**src/rtl/tick_scheduler_pkg.sv**
```systemverilog
// Shared constants for the tick scheduler: channel count, prescaler width,
// arbiter pointer width and the default prescaler divisor (20 MHz -> 1 Hz).
package tick_sched_pkg;

  localparam int NCH     = 4;
  localparam int PTR_W   = 2;
  localparam int PRESC_W = 25;

  localparam logic [PRESC_W-1:0] DIVISOR_DEFAULT = 25'd20000000;

endpackage

```
**src/rtl/tick_scheduler_rr_arbiter4.sv**
```systemverilog
// Four-way round-robin arbiter. Picks the first eligible channel found
// when scanning upward (with wrap) from the pointer; output is one-hot or zero.
module rr_arbiter4
  import tick_sched_pkg::*;
(
  input  logic [3:0] elig,
  input  logic [1:0] ptr,
  output logic [3:0] grant
);

  // Scan from the pointer and take the first eligible channel
  always_comb begin
    logic             found;
    logic [PTR_W-1:0] idx;
    grant = '0;
    found = 1'b0;
    idx   = '0;
    for (int k = 0; k < NCH; k++) begin
      idx = ptr + PTR_W'(k);
      if (!found && elig[idx]) begin
        grant[idx] = 1'b1;
        found      = 1'b1;
      end
    end
  end

endmodule

```
**src/rtl/tick_scheduler.sv**
```systemverilog
// Four-channel tick scheduler: a shared prescaler produces one tick every
// DIVISOR cycles while any channel is armed; each channel counts down its
// requested number of ticks and pulses done on expiry.
// Optional feature: define TICK_SCHEDULER_CANCEL_EN to add a per-channel
// cancel input that aborts a busy channel without a done pulse.
module tick_scheduler
  import tick_sched_pkg::*;
#(
  parameter logic [PRESC_W-1:0] DIVISOR = DIVISOR_DEFAULT,
  parameter int                 LEN_W   = 8
) (
  input  logic             clock_in,
  input  logic             reset_n,
  input  logic [3:0]       req,
  input  logic [LEN_W-1:0] len0,
  input  logic [LEN_W-1:0] len1,
  input  logic [LEN_W-1:0] len2,
  input  logic [LEN_W-1:0] len3,
`ifdef TICK_SCHEDULER_CANCEL_EN
  input  logic [3:0]       cancel,
`endif
  output logic [3:0]       grant,
  output logic [3:0]       busy,
  output logic [3:0]       done,
  output logic             tick
);

  localparam logic [PRESC_W-1:0] PRESC_MAX = DIVISOR - 25'd1;

  logic [PRESC_W-1:0] presc_q, presc_d;
  logic [PTR_W-1:0]   ptr_q, ptr_d;
  logic               run_q, run_d;
  logic [NCH-1:0]     busy_q, busy_d;
  logic [LEN_W-1:0]   rem_q [NCH];
  logic [LEN_W-1:0]   rem_d [NCH];

  logic [LEN_W-1:0]   len_arr [NCH];
  logic [NCH-1:0]     elig;
  logic [NCH-1:0]     grant_w;
  logic [NCH-1:0]     done_w;
  logic [NCH-1:0]     cancel_w;
  logic               tick_w;

  assign len_arr[0] = len0;
  assign len_arr[1] = len1;
  assign len_arr[2] = len2;
  assign len_arr[3] = len3;

`ifdef TICK_SCHEDULER_CANCEL_EN
  assign cancel_w = cancel & busy_q;
`else
  assign cancel_w = '0;
`endif

  // Tick, expiry pulses and eligibility; run_q keeps grants off until the
  // first clock edge after reset release
  always_comb begin
    tick_w = run_q && (presc_q == PRESC_MAX);
    done_w = '0;
    for (int i = 0; i < NCH; i++) begin
      done_w[i] = tick_w && busy_q[i] && (rem_q[i] == LEN_W'(1)) && !cancel_w[i];
    end
    elig = run_q ? (req & ~busy_q & ~done_w) : '0;
  end

  rr_arbiter4 u_arb (
    .elig  (elig),
    .ptr   (ptr_q),
    .grant (grant_w)
  );

  // Next-state for prescaler, arbiter pointer and per-channel counters
  always_comb begin
    presc_d = presc_q;
    ptr_d   = ptr_q;
    run_d   = 1'b1;
    busy_d  = busy_q;
    for (int i = 0; i < NCH; i++) begin
      rem_d[i] = rem_q[i];
    end

    // Idle prescaler parks at 0 so a grant from idle sees a full period
    if (busy_q == '0) begin
      presc_d = '0;
    end else if (presc_q == PRESC_MAX) begin
      presc_d = '0;
    end else begin
      presc_d = presc_q + PRESC_W'(1);
    end

    for (int i = 0; i < NCH; i++) begin
      if (cancel_w[i]) begin
        busy_d[i] = 1'b0;
        rem_d[i]  = '0;
      end else if (busy_q[i] && tick_w) begin
        rem_d[i] = rem_q[i] - LEN_W'(1);
        if (rem_q[i] == LEN_W'(1)) begin
          busy_d[i] = 1'b0;
        end
      end
      // A granted channel is never busy, so loading cannot collide with
      // the decrement above; a same-cycle tick therefore does not count
      if (grant_w[i]) begin
        rem_d[i]  = (len_arr[i] == '0) ? LEN_W'(1) : len_arr[i];
        busy_d[i] = 1'b1;
        ptr_d     = PTR_W'(i + 1);
      end
    end
  end

  // State registers with asynchronous active-low clear
  always_ff @(posedge clock_in or negedge reset_n) begin
    if (!reset_n) begin
      presc_q <= '0;
      ptr_q   <= '0;
      run_q   <= 1'b0;
      busy_q  <= '0;
      for (int i = 0; i < NCH; i++) begin
        rem_q[i] <= '0;
      end
    end else begin
      presc_q <= presc_d;
      ptr_q   <= ptr_d;
      run_q   <= run_d;
      busy_q  <= busy_d;
      for (int i = 0; i < NCH; i++) begin
        rem_q[i] <= rem_d[i];
      end
    end
  end

  assign grant = grant_w;
  assign busy  = busy_q;
  assign done  = done_w;
  assign tick  = tick_w;

endmodule

```
**config.mk**
```make
export PLATFORM = sky130hd
export DESIGN_NAME = tick_scheduler
export DESIGN_NICKNAME = d
export VERILOG_FILES = /design/src/rtl/tick_scheduler_pkg.sv /design/src/rtl/tick_scheduler_rr_arbiter4.sv /design/src/rtl/tick_scheduler.sv
export SDC_FILE = /design/constraint.sdc
export NUM_CORES = 1
export LEC_CHECK = 0
export BUFFER_PORTS_ARGS = -buffer_cell sky130_fd_sc_hd__clkbuf_2
export CAP_MARGIN = 20
export CELL_PAD_IN_SITES_DETAIL_PLACEMENT = 1
export CELL_PAD_IN_SITES_GLOBAL_PLACEMENT = 1
export CORE_MARGIN = 2
export CORE_UTILIZATION = 45
export CTS_BUF_LIST = sky130_fd_sc_hd__clkbuf_16
export DETAILED_ROUTE_END_ITERATION = 12
export PLACE_DENSITY = 0.81
export SLEW_MARGIN = 10
export SYNTH_ARGS = -nofsm -noshare
export SYNTH_HDL_FRONTEND = slang
export SYNTH_SLANG_ARGS = --single-unit
export TNS_END_PERCENT = 100
```
**constraint.sdc**
```tcl
create_clock -name clock_in -period 3 [get_ports clock_in]
set_input_delay 0.3 -clock clock_in [delete_from_list [all_inputs] [get_ports clock_in]]
set_output_delay 0.3 -clock clock_in [all_outputs]
set_load 0.02 [all_outputs]
```
---- After elaboration in Yosys (flattened, before gate mapping) ----
Cells that the tools add are included.
storage, ports and cells
  flip-flop bits (word level) ............. 64
  input port bits ......................... 38
  output and inout port bits .............. 13
cells by class
  $add $sub $neg .......................... 8
  magnitude comparators ................... 8
  equal/unequal tests ..................... 5
  multiplexer cells ....................... 54
  bitwise operators ....................... 7
  reduce and logical (&&, ||, !) cells .... 37
operators with widths
  operator                                                           number
  two-way mux 8 bit                                                  12
  two-way mux 25 bit                                                 2
  equality test 8 x 1 -> 1 bit, second input constant                4
  zero test 8 bit                                                    4
  subtractor 8 x 1 -> 8 bit, second input constant                   4
  adder 25 x 1 -> 25 bit, second input constant                      1
  equality test 25 bit, second input constant                        1
  two-way mux 1 bit                                                  23
  two-way mux 4 bit                                                  5
  logical AND 1 bit                                                  16
  nonzero test 2 bit                                                 8
  < comparator 2 x 3 -> 1 bit, second input constant                 4
  OR 4 bit                                                           3
  AND 4 bit                                                          2
  binary-select mux 1 bit (select 2 bit)                             4
  demux 1 bit (select 2 bit)                                         4
  greater-or-equal comparator 2 x 1 -> 1 bit, second input constant  4
  two-way mux 2 bit                                                  4
  NOT 4 bit                                                          2
  AND reduction 2 bit                                                4
  adder 2 bit, second input constant                                 2
  zero test 4 bit                                                    1
  nonzero test 4 bit                                                 1
  zero test 1 bit                                                    3
  adder 2 x 1 -> 2 bit, second input constant                        1

---- Depth between registers and ports, before layout ----
Gate-level depths: netlist of run 1.
  depth after elaboration ................. 23
  mapped depth ............................ 11

---- Modules after synthesis ----
Synthesis of run 1 repeated with hierarchy kept, for this count alone.
unflattened totals
  cells, all modules ...................... 493
  area total of the unflattened synthesis .. 4,381.7 sq um
by module, submodules not included
  module          times used  cells an instance  area an instance (sq um)
  tick_scheduler  1           457                4,043.9
  rr_arbiter4     1           36                 337.8

---- Worst setup path after synthesis of run 1 ----
Ideal clock, no wire load.
  kind .................................... flip-flop to output port
  start point ............................. register ptr_q[0]
  end point ............................... output port grant[2]
  arrival time ............................ 2.337 ns
  data required time ...................... 2.700 ns
  setup slack ............................. 0.363 ns
  stages on the path, launching flop included .. 12
  path through ............................ dfrtp_1 -> clkbuf_2 -> inv_1 -> ha_1 -> nand2_1 -> a21oi_1 -> a22oi_1 -> nor2_2 -> a221oi_1 -> buf_2 -> buf_2 -> inv_1
on the way
  cells in the longest elaborated chain, start to end .. 12
  elaborated cells on any way between the ends .. 47
RTL lines
  what                                                                  line                              text
  start, declared                                                       tick_scheduler.sv:31              logic [PTR_W-1:0] ptr_q, ptr_d;
  start signal, assigned                                                tick_scheduler.sv:123             ptr_q <= ptr_d;
  branches (longest 11 deep; another with < comparator 2 x 3 -> 1 bit)  --
  two-way mux 4 bit (*)                                                 tick_scheduler_rr_arbiter4.sv:20  if (!found && elig[idx]) begin
  end, declared                                                         tick_scheduler.sv:22              output logic [3:0] grant,
Mark *: on every way between the ends. The select of a mux whose other input is x is not followed.

---- Final worst setup path of run 1 ----
  start point ............................. register busy_q[3] (netlist: busy[3])
  end point ............................... output port grant[2]
on the way
  cells in the longest elaborated chain, start to end .. 17
  elaborated cells on any way between the ends .. 31
RTL lines
  what                                     line                              text
  start, declared                          tick_scheduler.sv:33              logic [NCH-1:0] busy_q, busy_d;
  start signal, assigned                   tick_scheduler.sv:125             busy_q <= busy_d;
  logical AND 1 bit (2 in a row)           tick_scheduler.sv:61              done_w[i] = tick_w && busy_q[i] && (rem_q[i] == LEN_W'(1)) && !cancel_w[i];
  NOT 4 bit                                tick_scheduler.sv:63              elig = run_q ? (req & ~busy_q & ~done_w) : '0;
  AND 4 bit (*)                            tick_scheduler.sv:63
  two-way mux 4 bit (*)                    tick_scheduler.sv:63
  binary-select mux 1 bit (select 2 bit)   tick_scheduler_rr_arbiter4.sv:20
  two-way mux 1 bit (implied by the code)  tick_scheduler_rr_arbiter4.sv:20
  two-way mux 1 bit                        tick_scheduler_rr_arbiter4.sv:20
  zero test 1 bit                          tick_scheduler_rr_arbiter4.sv:20
  logical AND 1 bit                        tick_scheduler_rr_arbiter4.sv:20
  two-way mux 1 bit                        tick_scheduler_rr_arbiter4.sv:20
  zero test 1 bit                          tick_scheduler_rr_arbiter4.sv:20
  logical AND 1 bit                        tick_scheduler_rr_arbiter4.sv:20
  two-way mux 1 bit                        tick_scheduler_rr_arbiter4.sv:20
  zero test 1 bit                          tick_scheduler_rr_arbiter4.sv:20
  logical AND 1 bit                        tick_scheduler_rr_arbiter4.sv:20
  two-way mux 4 bit (*)                    tick_scheduler_rr_arbiter4.sv:20
Mark *: on every way between the ends. The rest lies on a longest branch, timed or not. The select of a mux whose other input is x is not followed.

==> metrics.txt, run 1 <==
Die X-Extent 97.5 um; Mean Syn Cell Area 9.26 um^2; Peak VDD IR 0.000221 V; Non-Filler Instances 598; final slew viol count 0; LEAKAGE 1.97 nW; Pwr Density 391 mW/mm^2; Die Y 97.5 um; placed insts 579; slowest CP cell dfrtp_1; outcome finished with violations; RSZ-0062 raised after global routing true; initial core utilization 45.8%; most frequent cells in the layout nor2_1 (70), dfrtp_1 (64), clkbuf_2 (50); number of buffers added on ports 50; Final Cycle Share 98.7%; CTS Sinks 64; nets 543; CTS tree yes; clock latency on the worst-skew pair 330 ps; diode count 0; worst-path cell chain and4bb_2 > o21ai_0 > a221oi_2 > a22o_1 > a221oi_2 > buf_4 > inv_1 > clkbuf_2; vias in the first global route 3682; final hold vios 23; sequential power share 47.9%; grt ovf 0; yosys warns 0; top post-synthesis cells by area dfrtp_1 (41%), nor2_1 (6.7%), xor2_1 (5.8%), ha_1 (5.4%), xnor2_1 (4.5%); Reg2Reg Setup Slack 380 ps; Max clock buf depth 2; Crit path top cell by count a221oi_2; IO Count 51; Max-slew headroom 56.0%; first-pass GRT wire length 17.6 mm; nature of the critical path startpoint register; Synth area leader dfrtp_1; Tot Pwr 1.81 mW; Critical Path RT 2700 ps; number of setup violations in the final report 0; Final ANT Viol Nets 0; largest net degree at the start of global routing 27; switching fraction of total power 21.5%; Clock power frac 49.2%; hpwl dp 7.46 mm; Num CTS Buffers 9; fmax 338 MHz; wire length per cell 17.3 um; DRT iter0 DRCs 117; FFs w/ async S/R, synth 100%; Clock Pin Slew Worst Setup and Hold Paths 50 ps; # fillers 1011; drt drc 0; H-tree depth 3; combinational power share 2.9%; Pint 1.42 mW; minimum clock period after layout 2960 ps; Global Route Usage Sum 22.7%; worst-path fanout max 20; Layout Area Growth over Synthesis 17.7%; initial antenna violation count 0; pin slew with the least headroom to its limit 659 ps; clock root buffer clkbuf_16; CP Capture Type output port; CP Class reg -> out; ys flop type dfrtp_1; max-cap violation count 0; core area 0.00859 mm^2; layout cells sized above 1 20.4%; leading cell type in the layout, fill and taps excluded nor2_1; row count 34; NetSw 0.389 mW; largest stage delay on the critical path 560 ps; sequential fraction of the synthesis area 40.7%; DR vias 3393; Worst EP arrival 2660 ps; vias per std cell 5.67; Clock Skew 4.56 ps; Post-synth EDFFs 0; Syn Inst Count 425; Worst Hold Class in -> async; Routability Congestion 0.884; tightest hold margin -6.24 ps; Synth top area share 40.7%; Netlist cell types 59; total negative slack 0 ps; hold buffer count at cts 0; first-pass detailed-route iteration total 4; violated checks negative hold slack; Routed WL 10.3 mm; synthesized net count 480; die area 0.00951 mm^2; synthesis-stage register bit count 64; Cell Area, Synth 0.00393 mm^2
## per-layer routing
metal  global-route usage, %  up-vias  share of wire (%)
li1                        -     1624                  -
met1                    27.8     1711                 43
met2                    40.3       42                 53
met3                    4.39       16                2.5
met4                    7.16        0                1.6
met5                       0        -                  0
## synthesized netlist by cell type, drive strengths merged (3+ instances only)
master	instances
and4b	5
a31oi	3
and3	6
buf	9
nand2	26
nor2	71
a22o	4
or3	6
o21ai	13
inv	19
xor2	26
nand3b	3
a21oi	31
nand4	12
xnor2	20
a211oi	3
nor3	9
nand3	18
clkbuf	5
or4	5
ha	17
nor4	15
dfrtp	64
mux2	3
nand4b	3
a221oi	4
## metrics by stage
step | hold slack, ps | util (%) | instance area, um^2 | setup slack, ps
2_1_floorplan | 4.41 | - | 3930 | 363
3_3_place_gp | 359 | 50.4 | 4330 | 327
3_5_place_dp | 364 | 50.4 | 4330 | 206
4_1_cts | 16.0 | 53.4 | 4590 | 35.5
5_1_grt | 40.8 | 53.9 | 4630 | -91.5
6_report | -6.24 | 53.9 | 4630 | 38.6
## registers in the layout (all words and copies together) (netlist names)
signal	flops
presc_q	25
run_q	1
rem_q	32
ptr_q	2
busy	4
## worst paths after layout
| check | to | startpoint | depth (start not counted) |
|---|---|---|---|
| setup / recovery | grant[2] | busy[3] | 8 |
| setup reg to reg | ptr_q[0] | busy[3] | 9 |
| min in group clock_in | rem_q[17] | len1[1] | 2 |
| hold / removal | presc_q[4] | reset_n | 1 |
| hold reg to reg | presc_q[0] | presc_q[0] | 1 |
| max in group asynchronous | rem_q[14] | reset_n | 2 |
## worst max-delay path: cells and delay by family, from the launching register on
family / cells / cell delay [ps]
AND/OR/NAND/NOR: 1 / 300
flip-flops: 1 / 560
AO/OA/AOI/OAI: 4 / 950
buffers and inverters: 3 / 510
## cell families (layout without fill, tap and decap cells)
group	count (synthesis)	in the layout	synth area share, %
flops	64	64	40.7
xor+xnor	46	46	10.2
buf+inv	33	98	3.72
fa+ha+maj	17	17	5.41
simple gates	196	196	27.9
compound gates	65	65	11.1
mux	3	3	0.859
other cells	1	1	0.0953
## power by group through the flow
stage               Combinational [mW]  Clock, mW  Sequential (mW)
CTS                             0.0543      0.901            0.867
detailed placement              0.0536          0            0.881
floorplan                      0.00538          0            0.880
global placement                0.0527          0            0.881
global route                    0.0600      0.944            0.866
finish                          0.0524      0.889            0.867
## layout make-up
cell class / instances / area [um^2] / share of cell area (%)
flip-flops and latches: 64 / 1600 / 34.6
multi-input cells: 328 / 2210 / 47.7
clock inverters: 4 / 16.3 / 0.351
clock buffers: 9 / 225 / 4.86
inverters: 19 / 71.3 / 1.54
repair buffers: 66 / 370 / 8.00
well taps: 108 / 135 / 2.92
## timing repair
item	CTS	global route
endpoints found under the setup margin	2	4
resized for setup	1	1
buffers inserted	1	5
endpoints found under the hold margin	0	0
pin swaps	1	2
Note: power is estimated with default switching activity, not from simulation.
==> run 2: changes to the inputs <==
--- a/config.mk
+++ b/config.mk
@@ -13,6 +13,7 @@
 export CORE_UTILIZATION = 45
 export CTS_BUF_LIST = sky130_fd_sc_hd__clkbuf_16
 export DETAILED_ROUTE_END_ITERATION = 12
+export HOLD_SLACK_MARGIN = 0.02
 export PLACE_DENSITY = 0.81
 export SLEW_MARGIN = 10
 export SYNTH_ARGS = -nofsm -noshare
==> metrics.txt, run 2 (synthesis gave the netlist of run 1 again) <==
outcome completed; LEAKAGE 1.97 nW (+0.21%); leading cell type in the layout, fill and taps excluded nor2_1; Routed WL 10.3 mm (-0.11%); wire length per cell 17.2 um (-0.27%); minimum clock period after layout 2940 ps (-21.3 ps); Die X-Extent 97.5 um (unchanged); row count 34 (unchanged); grt ovf 0 (unchanged); layout cells sized above 1 20.4% (-0.042 points); RSZ-0062 raised after global routing true; IO Count 51 (unchanged); Placed Instance Area 0.00433 mm^2 (unchanged); DRT iter0 DRCs 124 (+6.0%); Clock Pin Slew Worst Setup and Hold Paths 50 ps (about the same); Worst Hold Class in -> reg; Top reg by flops rem_q; Reg area 0.00160 mm^2 (unchanged); Pwr Density 390 mW/mm^2 (-0.17%); Max clock buf depth 2 (unchanged); CP Class reg -> out; Global Route Usage Sum 22.7% (unchanged); most frequent cells in the layout nor2_1 (70), dfrtp_1 (64), clkbuf_2 (50); final slew viol count 0 (unchanged); Layout Area Growth over Synthesis 18.0%; diode count 0 (unchanged); Die Y 97.5 um (unchanged); Reg2Reg Setup Slack 400 ps (+20 ps); Peak VDD IR 0.000221 V (-0.15%); pre-CTS setup slack 206 ps (unchanged); Final Cell Area 0.00464 mm^2 (+0.22%); die area 0.00951 mm^2 (unchanged); Max-slew headroom 56.3% (+0.25 points); vias in the first global route 3682 (unchanged); Critical Path RT 2700 ps (about the same); CTS Sinks 64 (unchanged); fin util 54.0% (+0.12 points); tightest hold margin 202 ps (+208 ps); vias per std cell 5.67 (about the same); CTS tree yes; clock root buffer clkbuf_16; nets 544 (+0.18%); number of setup violations in the final report 0 (unchanged); Worst EP arrival 2640 ps (-20 ps); initial antenna violation count 0 (unchanged); Final ANT Viol Nets 0 (unchanged); largest net degree at the start of global routing 27 (unchanged); first-pass detailed-route iteration total 4 (unchanged); core area 0.00859 mm^2 (unchanged); nature of the critical path startpoint register; multi-input logic area 0.00221 mm^2 (unchanged); clock latency on the worst-skew pair 330 ps (about the same); drt drc 0 (unchanged); final hold vios 0 (-100%); pin slew with the least headroom to its limit 656 ps (-3.72 ps); smallest setup slack after layout 60.0 ps (+21.3 ps); Clock Skew 4.67 ps (+0.112 ps); Non-Filler Instances 599 (+0.17%); total negative slack 0 ps (unchanged); hpwl dp 7.46 mm (unchanged); initial core utilization 45.8% (unchanged); # fillers 1010 (-0.099%); Routability Congestion 0.884 (unchanged); first-pass GRT wire length 17.6 mm (unchanged); number of buffers added on ports 50 (unchanged); fmax 340 MHz (+0.73%); DR vias 3396 (+0.088%); max-cap violation count 0 (unchanged); Num CTS Buffers 9 (unchanged); Final Cycle Share 98.0% (-0.71 points); CP Capture Type output port; Tot Pwr 1.81 mW (about the same); H-tree depth 3 (unchanged); number of flip-flops under the largest register name 32 (unchanged); worst-path fanout max 20 (unchanged); placed insts 579 (unchanged)
==> run 2: layer usage <==
layer / track usage, % / wire length [um] / vias to the layer above
met2: 40.3 / 5420 / 45
met4: 7.16 / 164 / 0
met1: 27.8 / 4430 / 1710
met3: 4.39 / 294 / 15
li1: - / - / 1626
met5: 0 / 0 / -
==> run 2: layout make-up <==
cell class / instances / area share, %
clock buffer: 9 / 4.85
clock inverter: 4 / 0.350
inverter: 19 / 1.54
multi-input combinational: 328 / 47.6
sequential: 64 / 34.5
tap: 108 / 2.91
timing repair buffer: 67 / 8.20
==> run 2: what timing repair did <==
action	in CTS	in global routing
gates resized for setup	1	1
hold buffers	1	0
setup endpoints to repair	2	4
setup buffers	1	5
endpoints found under the hold margin	23	0
pin swaps	1	2
==> run 2: worst max-delay path, stage by stage, from the launching register on <==
cell and delay [ps]:
dfrtp_1 560, and4bb_2 300, o21ai_0 370, a221oi_2 150, a22o_1 220, a221oi_2 180, buf_4 280, inv_1 70
clkbuf_2 160
==> run 2: path summary, 6_finish.rpt <==
kind	cells after the start	endpoint	startpoint
min in group asynchronous	2	presc_q[4]	reset_n
setup reg to reg	10	ptr_q[0]	ptr_q[0]
hold reg to reg	1	presc_q[0]	presc_q[0]
max in group asynchronous	3	rem_q[14]	reset_n
setup / recovery	8	grant[2]	busy[3]
hold / removal	2	rem_q[17]	len1[1]
==> run 2: where the power goes <==
part / leakage, nW / switching (mW) / internal [mW]
sequential: 0.700 / 0.00168 / 0.865
clock: 0.123 / 0.356 / 0.533
combinational: 1.15 / 0.0319 / 0.0215
==> run 3: changes to the inputs <==
--- a/config.mk
+++ b/config.mk
@@ -15,6 +15,7 @@
 export DETAILED_ROUTE_END_ITERATION = 12
 export HOLD_SLACK_MARGIN = 0.02
 export PLACE_DENSITY = 0.81
+export REMOVE_ABC_BUFFERS = 1
 export SLEW_MARGIN = 10
 export SYNTH_ARGS = -nofsm -noshare
 export SYNTH_HDL_FRONTEND = slang
==> metrics.txt, run 3 (synthesis gave the netlist of run 1 again) <==
outcome completed; combinational power share 2.8% (-0.2 points); CP Capture Type output port; hold buffer count at cts 0 (-1); core area 0.00859 mm^2 (unchanged); vias in the first global route 3688 (+0.16%); final slew viol count 0 (unchanged); Peak VDD IR 0.000329 V (+49%); Clock Skew 6.39 ps (+1.72 ps); number of buffers added on ports 50 (unchanged); NetSw 0.422 mW (+8.4%); slowest CP cell dfrtp_1; LEAKAGE 2.00 nW (+1.1%); Global Route Usage Sum 23.9% (+1.1 points); leading cell type in the layout, fill and taps excluded nor2_1; CTS tree yes; initial antenna violation count 0 (unchanged); nature of the critical path startpoint register; number of setup violations in the final report 0 (unchanged); Final ANT Viol Nets 0 (unchanged); Critical path buffers and inverters 2 (-1); DR vias 3364 (-0.94%); nets 542 (-0.37%); Num CTS Buffers 9 (unchanged); IO Count 51 (unchanged); Clock power frac 52.6% (+3.5 points); worst-path cell chain or3b_1 > a211oi_1 > a22oi_1 > nor3b_1 > a211oi_4 > inv_1 > clkbuf_2; minimum clock period after layout 2880 ps (-57.9 ps); first-pass detailed-route iteration total 6 (+2); layout cells sized above 1 21.1% (+0.77 points); Layout Area Growth over Synthesis 19.2%; # fillers 1027 (+1.7%); worst-path fanout max 10 (-50%); initial core utilization 45.8% (unchanged); Routability Congestion 0.875 (-0.94%); number of flip-flops under the largest register name 32 (unchanged); RSZ-0062 raised after global routing false; CP Class reg -> out; drt drc 0 (unchanged); CTS Sinks 64 (unchanged); Final Cycle Share 96.1% (-1.9 points); switching fraction of total power 21.7% (+0.20 points); Pwr Density 414 mW/mm^2 (+6.3%); wire length per cell 18.1 um (+5.1%); largest stage delay on the critical path 500 ps (-60 ps); Worst Hold Class in -> async; tightest hold margin 145 ps (-57.6 ps); CP Depth 7 (-1); Pint 1.52 mW (+7.1%); H-tree depth 3 (unchanged); Worst EP arrival 2580 ps (-60 ps); Worst Setup SP busy[3]; Die X-Extent 97.5 um (unchanged); final hold vios 0 (unchanged); sequential power share 44.6% (-3.3 points); die area 0.00951 mm^2 (unchanged); Routed WL 10.9 mm (+5.3%); clock root buffer clkbuf_16; vias per std cell 5.61 (-1.1%); Max-slew headroom 44.4% (-12 points); diode count 0 (unchanged); DRT iter0 DRCs 143 (+15%); R2R depth 8 (-2); Top reg by flops rem_q; Clock Pin Slew Worst Setup and Hold Paths 60 ps (about the same); first-pass GRT wire length 18.4 mm (+4.3%); Critical Path RT 2700 ps (about the same); Die Y 97.5 um (unchanged); CP delay by family, top simple AND/OR/NAND/NOR gates; clock latency on the worst-skew pair 330 ps (about the same); Max clock buf depth 2 (unchanged); row count 34 (unchanged); largest net degree at the start of global routing 65 (+140%); fmax 347 MHz (+2.0%); RR Startpoint busy[3]; max-cap violation count 0 (unchanged); grt ovf 0 (unchanged); total negative slack 0 ps (unchanged); pin slew with the least headroom to its limit 834 ps (+179 ps); hpwl dp 7.58 mm (+1.7%); most frequent cells in the layout nor2_1 (70), dfrtp_1 (63), clkbuf_2 (50)
run 3: what timing repair did:
action | 4_1_cts | 5_1_grt
buffers inserted | 2 | 3
pin swaps | 2 | 2
endpoints found under the setup margin | 4 | 7
resized for setup | 2 | 4
run 3: final timing paths:
check	to	slack, ps
setup / recovery	grant[0]	120
hold / removal	presc_q[18]	140
setup reg to reg	ptr_q[0]	230
max in group asynchronous	ptr_q[0]	2240
min in group clock_in	rem_q[1]	210
hold reg to reg	presc_q[4]	560
run 3: area by class of cell:
| class | count | area [um^2] | area share [%] |
|---|---|---|---|
| clock inverters | 7 | 65.1 | 1.39 |
| well taps | 108 | 135 | 2.88 |
| repair buffers | 65 | 363 | 7.74 |
| clock buffers | 9 | 225 | 4.80 |
| flip-flops and latches | 64 | 1600 | 34.2 |
| multi-input cells | 328 | 2230 | 47.5 |
| inverters | 19 | 71.3 | 1.52 |
run 3: power by group through the flow:
stage | combinational, mW | clock [mW] | sequential [mW]
after global placement | 0.0530 | 0 | 0.881
after CTS | 0.0564 | 1.05 | 0.866
final | 0.0543 | 1.02 | 0.866
after global routing | 0.0612 | 1.08 | 0.866
after floorplan | 0.00389 | 0 | 0.881
after detailed placement | 0.0554 | 0 | 0.881
run 3: layer usage:
metal | track usage, % | vias to the layer above | part of all wire [%]
li1 | - | 1624 | -
met1 | 29.7 | 1669 | 44
met2 | 42.5 | 52 | 52
met3 | 3.31 | 19 | 2.2
met4 | 7.69 | 0 | 2.0
met5 | 0 | - | 0
run 3: through the flow:
step / instance area (um^2) / power, mW / utilization (%) / cells / worst slack [ps]
2_1_floorplan: 3860 / 0.885 / - / 411 / -395
3_3_place_gp: 4330 / 0.934 / 50.4 / 579 / 189
3_5_place_dp: 4330 / 0.937 / 50.4 / 579 / 104
4_1_cts: 4650 / 1.97 / 54.1 / 597 / 9.28
5_1_grt: 4690 / 2.01 / 54.6 / 600 / 18.1
6_report: 4690 / 1.94 / 54.6 / 600 / 118
